`src/rtl/cond_unit_pkg.sv`:
```
// Shared definitions for the condition unit.
//   cond_code_e : 4-bit condition code selecting which flag predicate counts
//                 as "taken".
//   flags_t     : packed flag word {Z,N,C,V}, Z in bit 3 down to V in bit 0.
//   FLAG_*      : bit positions of each flag inside a flags_t / 4-bit vector.
package cond_pkg;

    typedef enum logic [3:0] {
        CC_NEVER  = 4'd0,
        CC_EQ     = 4'd1,
        CC_LT     = 4'd2,
        CC_LE     = 4'd3,
        CC_ALWAYS = 4'd4,
        CC_NE     = 4'd5,
        CC_GE     = 4'd6,
        CC_GT     = 4'd7,
        CC_LTU    = 4'd8,
        CC_LEU    = 4'd9,
        CC_GEU    = 4'd10,
        CC_GTU    = 4'd11,
        CC_NEG    = 4'd12,
        CC_NNEG   = 4'd13,
        CC_OVF    = 4'd14,
        CC_NOVF   = 4'd15
    } cond_code_e;

    typedef struct packed {
        logic z;
        logic n;
        logic c;
        logic v;
    } flags_t;

    localparam int FLAG_Z = 3;
    localparam int FLAG_N = 2;
    localparam int FLAG_C = 1;
    localparam int FLAG_V = 0;

endpackage

```
`src/rtl/cond_eval.sv`:
```
// Combinational condition evaluator.
//   flags     : flag word {Z,N,C,V} to test
//   condition : 4-bit condition code (cond_code_e)
//   taken     : 1 when the selected predicate holds on flags
module cond_eval
    import cond_pkg::*;
(
    input  flags_t     flags,
    input  logic [3:0] condition,
    output logic       taken
);

    logic lt_s;

    // Signed less-than: negative result unless the subtraction overflowed.
    assign lt_s = flags.n ^ flags.v;

    always_comb begin
        taken = 1'b0;
        unique case (cond_code_e'(condition))
            CC_NEVER:  taken = 1'b0;
            CC_EQ:     taken = flags.z;
            CC_LT:     taken = lt_s;
            CC_LE:     taken = flags.z | lt_s;
            CC_ALWAYS: taken = 1'b1;
            CC_NE:     taken = !flags.z;
            CC_GE:     taken = !lt_s;
            CC_GT:     taken = !flags.z & !lt_s;
            CC_LTU:    taken = flags.c;
            CC_LEU:    taken = flags.c | flags.z;
            CC_GEU:    taken = !flags.c;
            CC_GTU:    taken = !flags.c & !flags.z;
            CC_NEG:    taken = flags.n;
            CC_NNEG:   taken = !flags.n;
            CC_OVF:    taken = flags.v;
            CC_NOVF:   taken = !flags.v;
        endcase
    end

endmodule

```
`src/rtl/cond_unit.sv`:
```
// Condition unit: compares a against b (a - b), evaluates a condition code on
// either the fresh comparison flags or the stored flag register, and returns
// the result through a one-entry valid/ready output register. Also keeps a
// saturating count of taken results.
//   clk, rst        : clock, synchronous active-low reset
//   in_valid/ready  : request handshake (in_ready = !out_valid | out_ready)
//   out_ready       : downstream consumes the registered result
//   condition, a, b : condition code and operands (b = 0 tests a alone)
//   use_flags       : evaluate on the stored flags instead of a - b
//   flag_we         : on accept, load the flag register from a - b
//   cnt_clr         : clear taken_cnt (wins over an increment)
//   out_valid/taken : registered result, valid one cycle after accept
//   flags           : live flag register {Z,N,C,V}
//   taken_cnt       : saturating count of taken accepts
module cond_unit
    import cond_pkg::*;
#(
    parameter int WIDTH = 8,
    parameter int CNT_W = 16
) (
    input  logic             clk,
    input  logic             rst,
    input  logic             in_valid,
    output logic             in_ready,
    input  logic             out_ready,
    input  logic [3:0]       condition,
    input  logic [WIDTH-1:0] a,
    input  logic [WIDTH-1:0] b,
    input  logic             use_flags,
    input  logic             flag_we,
    input  logic             cnt_clr,
    output logic             out_valid,
    output logic             taken,
    output logic [3:0]       flags,
    output logic [CNT_W-1:0] taken_cnt
);

    // Flags of x - y. The extra top bit of the widened difference is the
    // unsigned borrow; overflow is an operand sign mismatch that the result
    // does not preserve.
    function automatic flags_t sub_flags(input logic [WIDTH-1:0] x,
                                         input logic [WIDTH-1:0] y);
        logic [WIDTH:0] d;
        flags_t         f;
        d   = {1'b0, x} - {1'b0, y};
        f.z = (d[WIDTH-1:0] == '0);
        f.n = d[WIDTH-1];
        f.c = d[WIDTH];
        f.v = (x[WIDTH-1] != y[WIDTH-1]) && (d[WIDTH-1] != x[WIDTH-1]);
        return f;
    endfunction

    function automatic logic [CNT_W-1:0] sat_inc(input logic [CNT_W-1:0] c);
        return (&c) ? c : c + 1'b1;
    endfunction

    flags_t flag_reg;
    flags_t cmp_flags;
    logic   taken_cmp;
    logic   taken_stored;
    logic   taken_next;
    logic   accept;

    assign cmp_flags = sub_flags(a, b);

    cond_eval u_eval_cmp (
        .flags     (cmp_flags),
        .condition (condition),
        .taken     (taken_cmp)
    );

    cond_eval u_eval_stored (
        .flags     (flag_reg),
        .condition (condition),
        .taken     (taken_stored)
    );

    assign taken_next = use_flags ? taken_stored : taken_cmp;

    // Held low during reset so no handshake can complete in that cycle.
    assign in_ready = rst & (!out_valid | out_ready);
    assign accept   = in_valid & in_ready;

    assign flags = flag_reg;

    // ---- output register stage ----
    always_ff @(posedge clk) begin
        if (!rst) begin
            out_valid <= 1'b0;
            taken     <= 1'b0;
            flag_reg  <= '0;
            taken_cnt <= '0;
        end else begin
            if (accept) begin
                out_valid <= 1'b1;
                taken     <= taken_next;
            end else if (out_ready) begin
                out_valid <= 1'b0;
            end

            // Loads regardless of use_flags; evaluation above already used
            // the pre-edge value of flag_reg.
            if (accept && flag_we) begin
                flag_reg <= cmp_flags;
            end

            if (cnt_clr) begin
                taken_cnt <= '0;
            end else if (accept && taken_next) begin
                taken_cnt <= sat_inc(taken_cnt);
            end
        end
    end

endmodule

```
`config.mk`:
```
export PLATFORM = sky130hd
export DESIGN_NAME = cond_unit
export DESIGN_NICKNAME = d
export VERILOG_FILES = /design/src/rtl/cond_unit_pkg.sv /design/src/rtl/cond_eval.sv /design/src/rtl/cond_unit.sv
export SDC_FILE = /design/constraint.sdc
export NUM_CORES = 1
export LEC_CHECK = 0
export ABC_AREA = 1
export CAP_MARGIN = 25
export CORE_MARGIN = 2
export CORE_UTILIZATION = 54
export DETAILED_ROUTE_END_ITERATION = 12
export GPL_TIMING_DRIVEN = 0
export PLACE_DENSITY = 0.86
export SYNTH_ARGS = -nofsm -noshare
export SYNTH_HDL_FRONTEND = slang
export SYNTH_SLANG_ARGS = --single-unit
```
`constraint.sdc`:
```
create_clock -name clk -period 7.9 [get_ports clk]
set_clock_uncertainty 0.2 [all_clocks]
set_input_delay 0.79 -clock clk [delete_from_list [all_inputs] [get_ports clk]]
set_output_delay 0.79 -clock clk [all_outputs]
set_load 0.03 [all_outputs]
```
**Word level (Yosys, flattened, before mapping)**

Index checks and enable logic that the tools add are counted.

- Input port bits: 27
- Register bits: 22
- Logic and storage cells: 66
- Output and inout port bits: 23

- Add/subtract/negate cells: 2
- Bitwise gates (word level): 15
- Reductions and logical operators: 20
- Mux-type cells: 5
- Equal/unequal tests: 17

Operators by type and width:

| operator | number |
|---|---|
| $eq A4 B4 Y1 const B | 8 |
| $pmux W1 S16 | 2 |
| $add A16 B1 Y16 const B | 1 |
| $eq A4 B3 Y1 const B | 4 |
| $reduce_and A16 Y1 | 1 |
| $logic_not A1 Y1 | 11 |
| $sub A8 B8 Y9 | 1 |
| $eq A4 B2 Y1 const B | 2 |
| $logic_not A8 Y1 | 1 |
| $and A1 B1 Y1 | 6 |
| $or A1 B1 Y1 | 5 |
| $eq A4 B1 Y1 const B | 1 |
| $logic_not A4 Y1 | 1 |
| $logic_and A1 B1 Y1 | 3 |
| $mux W1 | 3 |
| $ne A1 B1 Y1 | 2 |
| $not A1 Y1 | 2 |
| $reduce_and A2 Y1 | 1 |
| $reduce_bool A2 Y1 | 1 |
| $reduce_or A2 Y1 | 1 |
| $xor A1 B1 Y1 | 2 |

**Depth between registers and ports, before layout**

- Word-level depth: 10
- Gate-level depth with buffers: 22

**Cells and area by module**

Synthesis repeated with hierarchy kept, for this count alone.

- Cell total of the unflattened synthesis: 344
- Area, all modules: 1,979.4 um^2

Modules (own cells, without submodules):

| module | sequential area each (um^2) | area an instance (um^2) | cells an instance | times used |
|---|---|---|---|---|
| cond_unit | 440.4 | 1,649.1 | 262 | 1 |
| cond_eval | 0.0 | 165.2 | 41 | 2 |

**Worst setup path before layout**

No wires, ideal clock.

- Path kind: input-to-reg
- From: input b[2]
- To: register taken_cnt[10]
- Stages: 22
- Buffers on the path: 1
- Setup slack: 4,251 ps
- Arrival time: 3,379 ps
- Cell sequence: inv_1 -> ha_1 -> nand2_1 -> nor2_1 -> nand2_1 -> nand3_1 -> nand2_1 -> nand2_1 -> a21oi_1 -> fa_1 -> inv_2 -> or2_0 -> nand2_1 -> nand2_1 -> o21ai_1 -> nand4_1 -> nor2_1 -> nand3_2 -> nand3_4 -> buf_8 -> nand2_2 -> a21oi_2

- Longest elaborated chain between the ends: 10
- Elaborated cells on any way between the ends: 18
- Those cells by class: 1 x add/sub; 1 x eq/ne; 2 x mux; 5 x bitwise; 9 x reduce/logical

Ends and longest elaborated chain:

| element | RTL line | RTL |
|---|---|---|
| from (decl) | cond_unit.sv:28 | `input logic [WIDTH-1:0] b,` |
| $sub A8 B8 Y9 (*) | cond_unit.sv:45 | `d = {1'b0, x} - {1'b0, y};` |
| $ne A1 B1 Y1 | cond_unit.sv:49 | `f.v = (x[WIDTH-1] != y[WIDTH-1]) && (d[WIDTH-1] != x[WIDTH-1]);` |
| $logic_and A1 B1 Y1 | cond_unit.sv:49 |  |
| $xor A1 B1 Y1 | cond_eval.sv:16 | `assign lt_s = flags.n ^ flags.v;` |
| $logic_not A1 Y1 | cond_eval.sv:27, cond_eval.sv:28 |  |
| $and A1 B1 Y1 | cond_eval.sv:28 | `CC_GT: taken = !flags.z & !lt_s;` |
| $pmux W1 S16 (*) | cond_eval.sv:20 | `unique case (cond_code_e'(condition))` |
| $mux W1 (*) | cond_unit.sv:78 | `assign taken_next = use_flags ? taken_stored : taken_cmp;` |
| $logic_and A1 B1 Y1 (*) | cond_unit.sv:109 | `end else if (accept && taken_next) begin` |
| $reduce_and A2 Y1 (no source line) (*) | - |  |
| to (signal assigned) | cond_unit.sv:110 | `taken_cnt <= sat_inc(taken_cnt);` |
| to (decl) | cond_unit.sv:35 | `output logic [CNT_W-1:0] taken_cnt` |

Mark *: on every way between the ends. The rest lies on a longest branch, timed or not.
A chain may end at the register's enable or synchronous reset.

**Worst setup path after layout**

- From: input b[2]
- To: register taken_cnt[3]

Same word-level chain as after synthesis.

==> metrics.md <==
| Metric | Value |
|---|---|
| Status | finished, final reports clean |
| Setup TNS | 0 ns |
| R2R cell count | 7 |
| Clk slew on worst S/H paths | 0.08 ns |
| Hold depth | 2 |
| Critical Path Start Type | input port |
| Row count | 22 |
| Delay-heaviest family, CP | simple AND/OR/NAND/NOR gates |
| Area grow syn2layout | 29.1% |
| Design area | 2680 sq um |
| Via Count | 2,307 |
| Final Max Slew Viols | 0 |
| Syn_area_per_cell | 6.24 sq um |
| Final #Nets | 425 |
| Yosys top cell by area | dfxtp_1 |
| Worst-path fanout max | 10 |
| Worst Path Required | 7.89 ns |
| Max stage delay cell, worst path | fa_1 |
| Core area | 3690 sq um |
| Clock root buffer | clkbuf_8 |
| Register area share after synthesis | 21.2% |
| Maximum VDD drop | 0.0790 mV |
| RR Startpoint | taken_cnt[0] |
| Post-synth top flop | dfxtp_1 |
| Die span in x | 66.0 um |
| Hold Path End | taken |
| DR iter-0 viols | 176 |
| Max H-tree Level | 1 |
| Drt wl/cell | 12.2 um |
| Die area | 4360 sq um |
| Setup Viol. Count Final | 0 |
| Initial antenna violation count | 0 |
| First-pass GRT wire length | 9030 um |
| #FFs+latches synth | 22 |
| PwrDens | 109 nW/um^2 |
| GPL Wtd Cong | 0.936 |
| Top cells by count, synth | nand2_1 (83), inv_1 (45), nor2_1 (32) |
| Via density | 5.32 |
| Fin crit period | 4.23 ns |
| WS Path Type | in -> reg |
| Netlist Area Pre-Place | 2080 sq um |
| Layout cell share with drive strength beyond 1 | 9.59% |
| CP most frequent cell | nand2_1 |
| Crit-path cells | clkdlybuf4s50_1 -> inv_1 -> ha_1 -> nand2_1 -> nor2_1 -> nand2_1 -> nand3_1 -> nand2_1 -> nand2_1 -> a21oi_1 -> fa_1 -> inv_2 -> or2_0 -> nand2_1 -> nand2_1 -> o21ai_1 -> nand4_1 -> nor2_1 -> nand3_2 -> nand3_4 -> buf_8 -> nand2_2 -> a21oi_2 |
| Largest net degree at the start of global routing | 13 |
| Clock Path Buffers | 2 |
| Grt ovf | 0 |
| CTS Buf Count | 3 |
| Yosys warning total | 0 |
| Count leader, synth | nand2_1 |
| Fmax | 236 MHz |
| Setup Buffers After CTS | 0 |
| Final hold vios | 0 |
| Clk Latency, worst-skew pair | 0.26 ns |
| Final worst-path cycle share | 53.6% |
| IO buf count | 49 |
| DRC | 0 |
| Hold Startpoint | taken |
| Vias in the first global route | 2,107 |
| Actual slew at the worst max-slew pin | 0.700 ns |
| Max Cap Violations | 0 |
| Dominant cells by area after synthesis | dfxtp_1 (21%), nand2_1 (15%), inv_1 (8.1%) |
| Initial Utilization | 56.3% |
| Hold Path Class | reg -> reg |
| Max stage delay on crit path | 0.58 ns |
| CTS tree | done |
| Hpwl dp | 4150 um |
| Critical Path End Type | register |
| RSZ-0062 raised after global routing | no |
| Die H | 66.0 um |
| Post-synthesis instance total | 333 |
| Post-synth EDFFs | 0 |
| R2r setup slk | 5.64 ns |
| Post-CTS Resized | 0 |
| Final WL | 5300 um |
| # IOs | 50 |
| Worst EP arrival | 4.23 ns |
| Total track usage | 25.7% |
| Ant diodes | 0 |
| First-pass DRT Iterations | 4 |
| Hold bufs inserted after CTS | 0 |
| CTS Sinks | 22 |
| Post-synthesis net count | 371 |
| CP bufs+invs | 4 |
| Yosys top cell area share | 21.2% |
| Post-DP Area | 2630 sq um |
| Async S/R FF share, synth | 0% |
| Relative slew slack | 53.3% |
| Leak | 0.00117 uW |
| Reg2reg end | taken_cnt[9] |
| Post-Route Utilization | 72.8% |
| Netlist cell types | 33 |
| Routed Antenna Nets | 0 |
-- cell usage in the layout (no fill, tap or decap), types with 2 or more instances in the layout --
cell type        instances
a21oi_1                 17
a21oi_2                  8
buf_4                    2
clkbuf_1                 2
clkbuf_8                 4
clkdlybuf4s50_1         49
dfxtp_1                 22
fa_1                     2
ha_1                     9
inv_1                   45
inv_2                    6
nand2_1                 83
nand2_2                  9
nand3_1                 28
nand4_1                 21
nor2_1                  32
nor2_4                   2
nor3_1                   7
o21a_1                   2
o21ai_0                  7
o21ai_1                  3
xnor2_1                  6
xor2_1                   8
-- layout make-up --
type | count | area, sq um
multi-input combinational | 254 | 1400
fill | 346 | 1000
timing repair buffer | 49 | 490
sequential | 22 | 440
inverter | 51 | 191
tap | 48 | 60.1
clock buffer | 4 | 55.1
buffer | 6 | 48.8
-- cells by family (layout without fill, tap and decap cells) --
kind of cell | after synthesis | count (layout) | synth area share, %
flip-flops | 22 | 22 | 21.2
adder cells (fa/ha/maj) | 11 | 11 | 7.35
AND/OR/NAND/NOR | 189 | 189 | 42.4
AO/OA/AOI/OAI | 40 | 40 | 11.6
XOR/XNOR | 14 | 14 | 5.90
buffers and inverters | 57 | 110 | 11.6
-- registers in the layout (all words and copies together) (netlist names) --
| signal | cells |
|---|---|
| taken_cnt | 16 |
| taken | 1 |
| flags | 4 |
| out_valid | 1 |
-- worst max path at each step --
stage / from / end / slack (ns) / cells past startpoint
floorplan: b[2] / taken_cnt[10] / 4.25 / 22
global placement: b[2] / taken_cnt[10] / 3.44 / 23
detailed placement: b[2] / taken_cnt[10] / 3.41 / 23
CTS: b[2] / taken_cnt[3] / 3.68 / 23
global route: b[2] / taken_cnt[13] / 3.34 / 23
finish: b[2] / taken_cnt[3] / 3.67 / 23
-- through the flow --
step           hold slack (ns)  worst slack (ns)  total power, uW  cells
2_1_floorplan            0.390              4.25              179    333
3_3_place_gp             0.258              3.44              211    430
3_5_place_dp             0.264              3.41              213    430
4_1_cts                  0.276              3.68              294    434
5_1_grt                  0.315              3.34              312    434
6_report                 0.270              3.67              293    434
-- metal layers --
layer  wire length [um]  track usage, %  share of wire, %
met5                  0               0                 0
met4                 64            6.12               1.2
met3                306            2.56               5.8
met2               2480            44.7                47
met1               2450            34.2                46
-- where the power goes --
group / switching (uW) / internal, uW / total [uW]
registers: 2.30 / 113 / 115
clock network: 37.3 / 44.4 / 81.8
logic: 56.1 / 40.1 / 96.2
-- worst min-delay path, delay by kind of cell (launching register included) --
| kind | cells | cell delay [ns] |
|---|---|---|
| compound gates | 1 | 0.06 |
| flops | 1 | 0.31 |
| simple gates | 1 | 0.06 |
(Power assumes the default switching activity.)
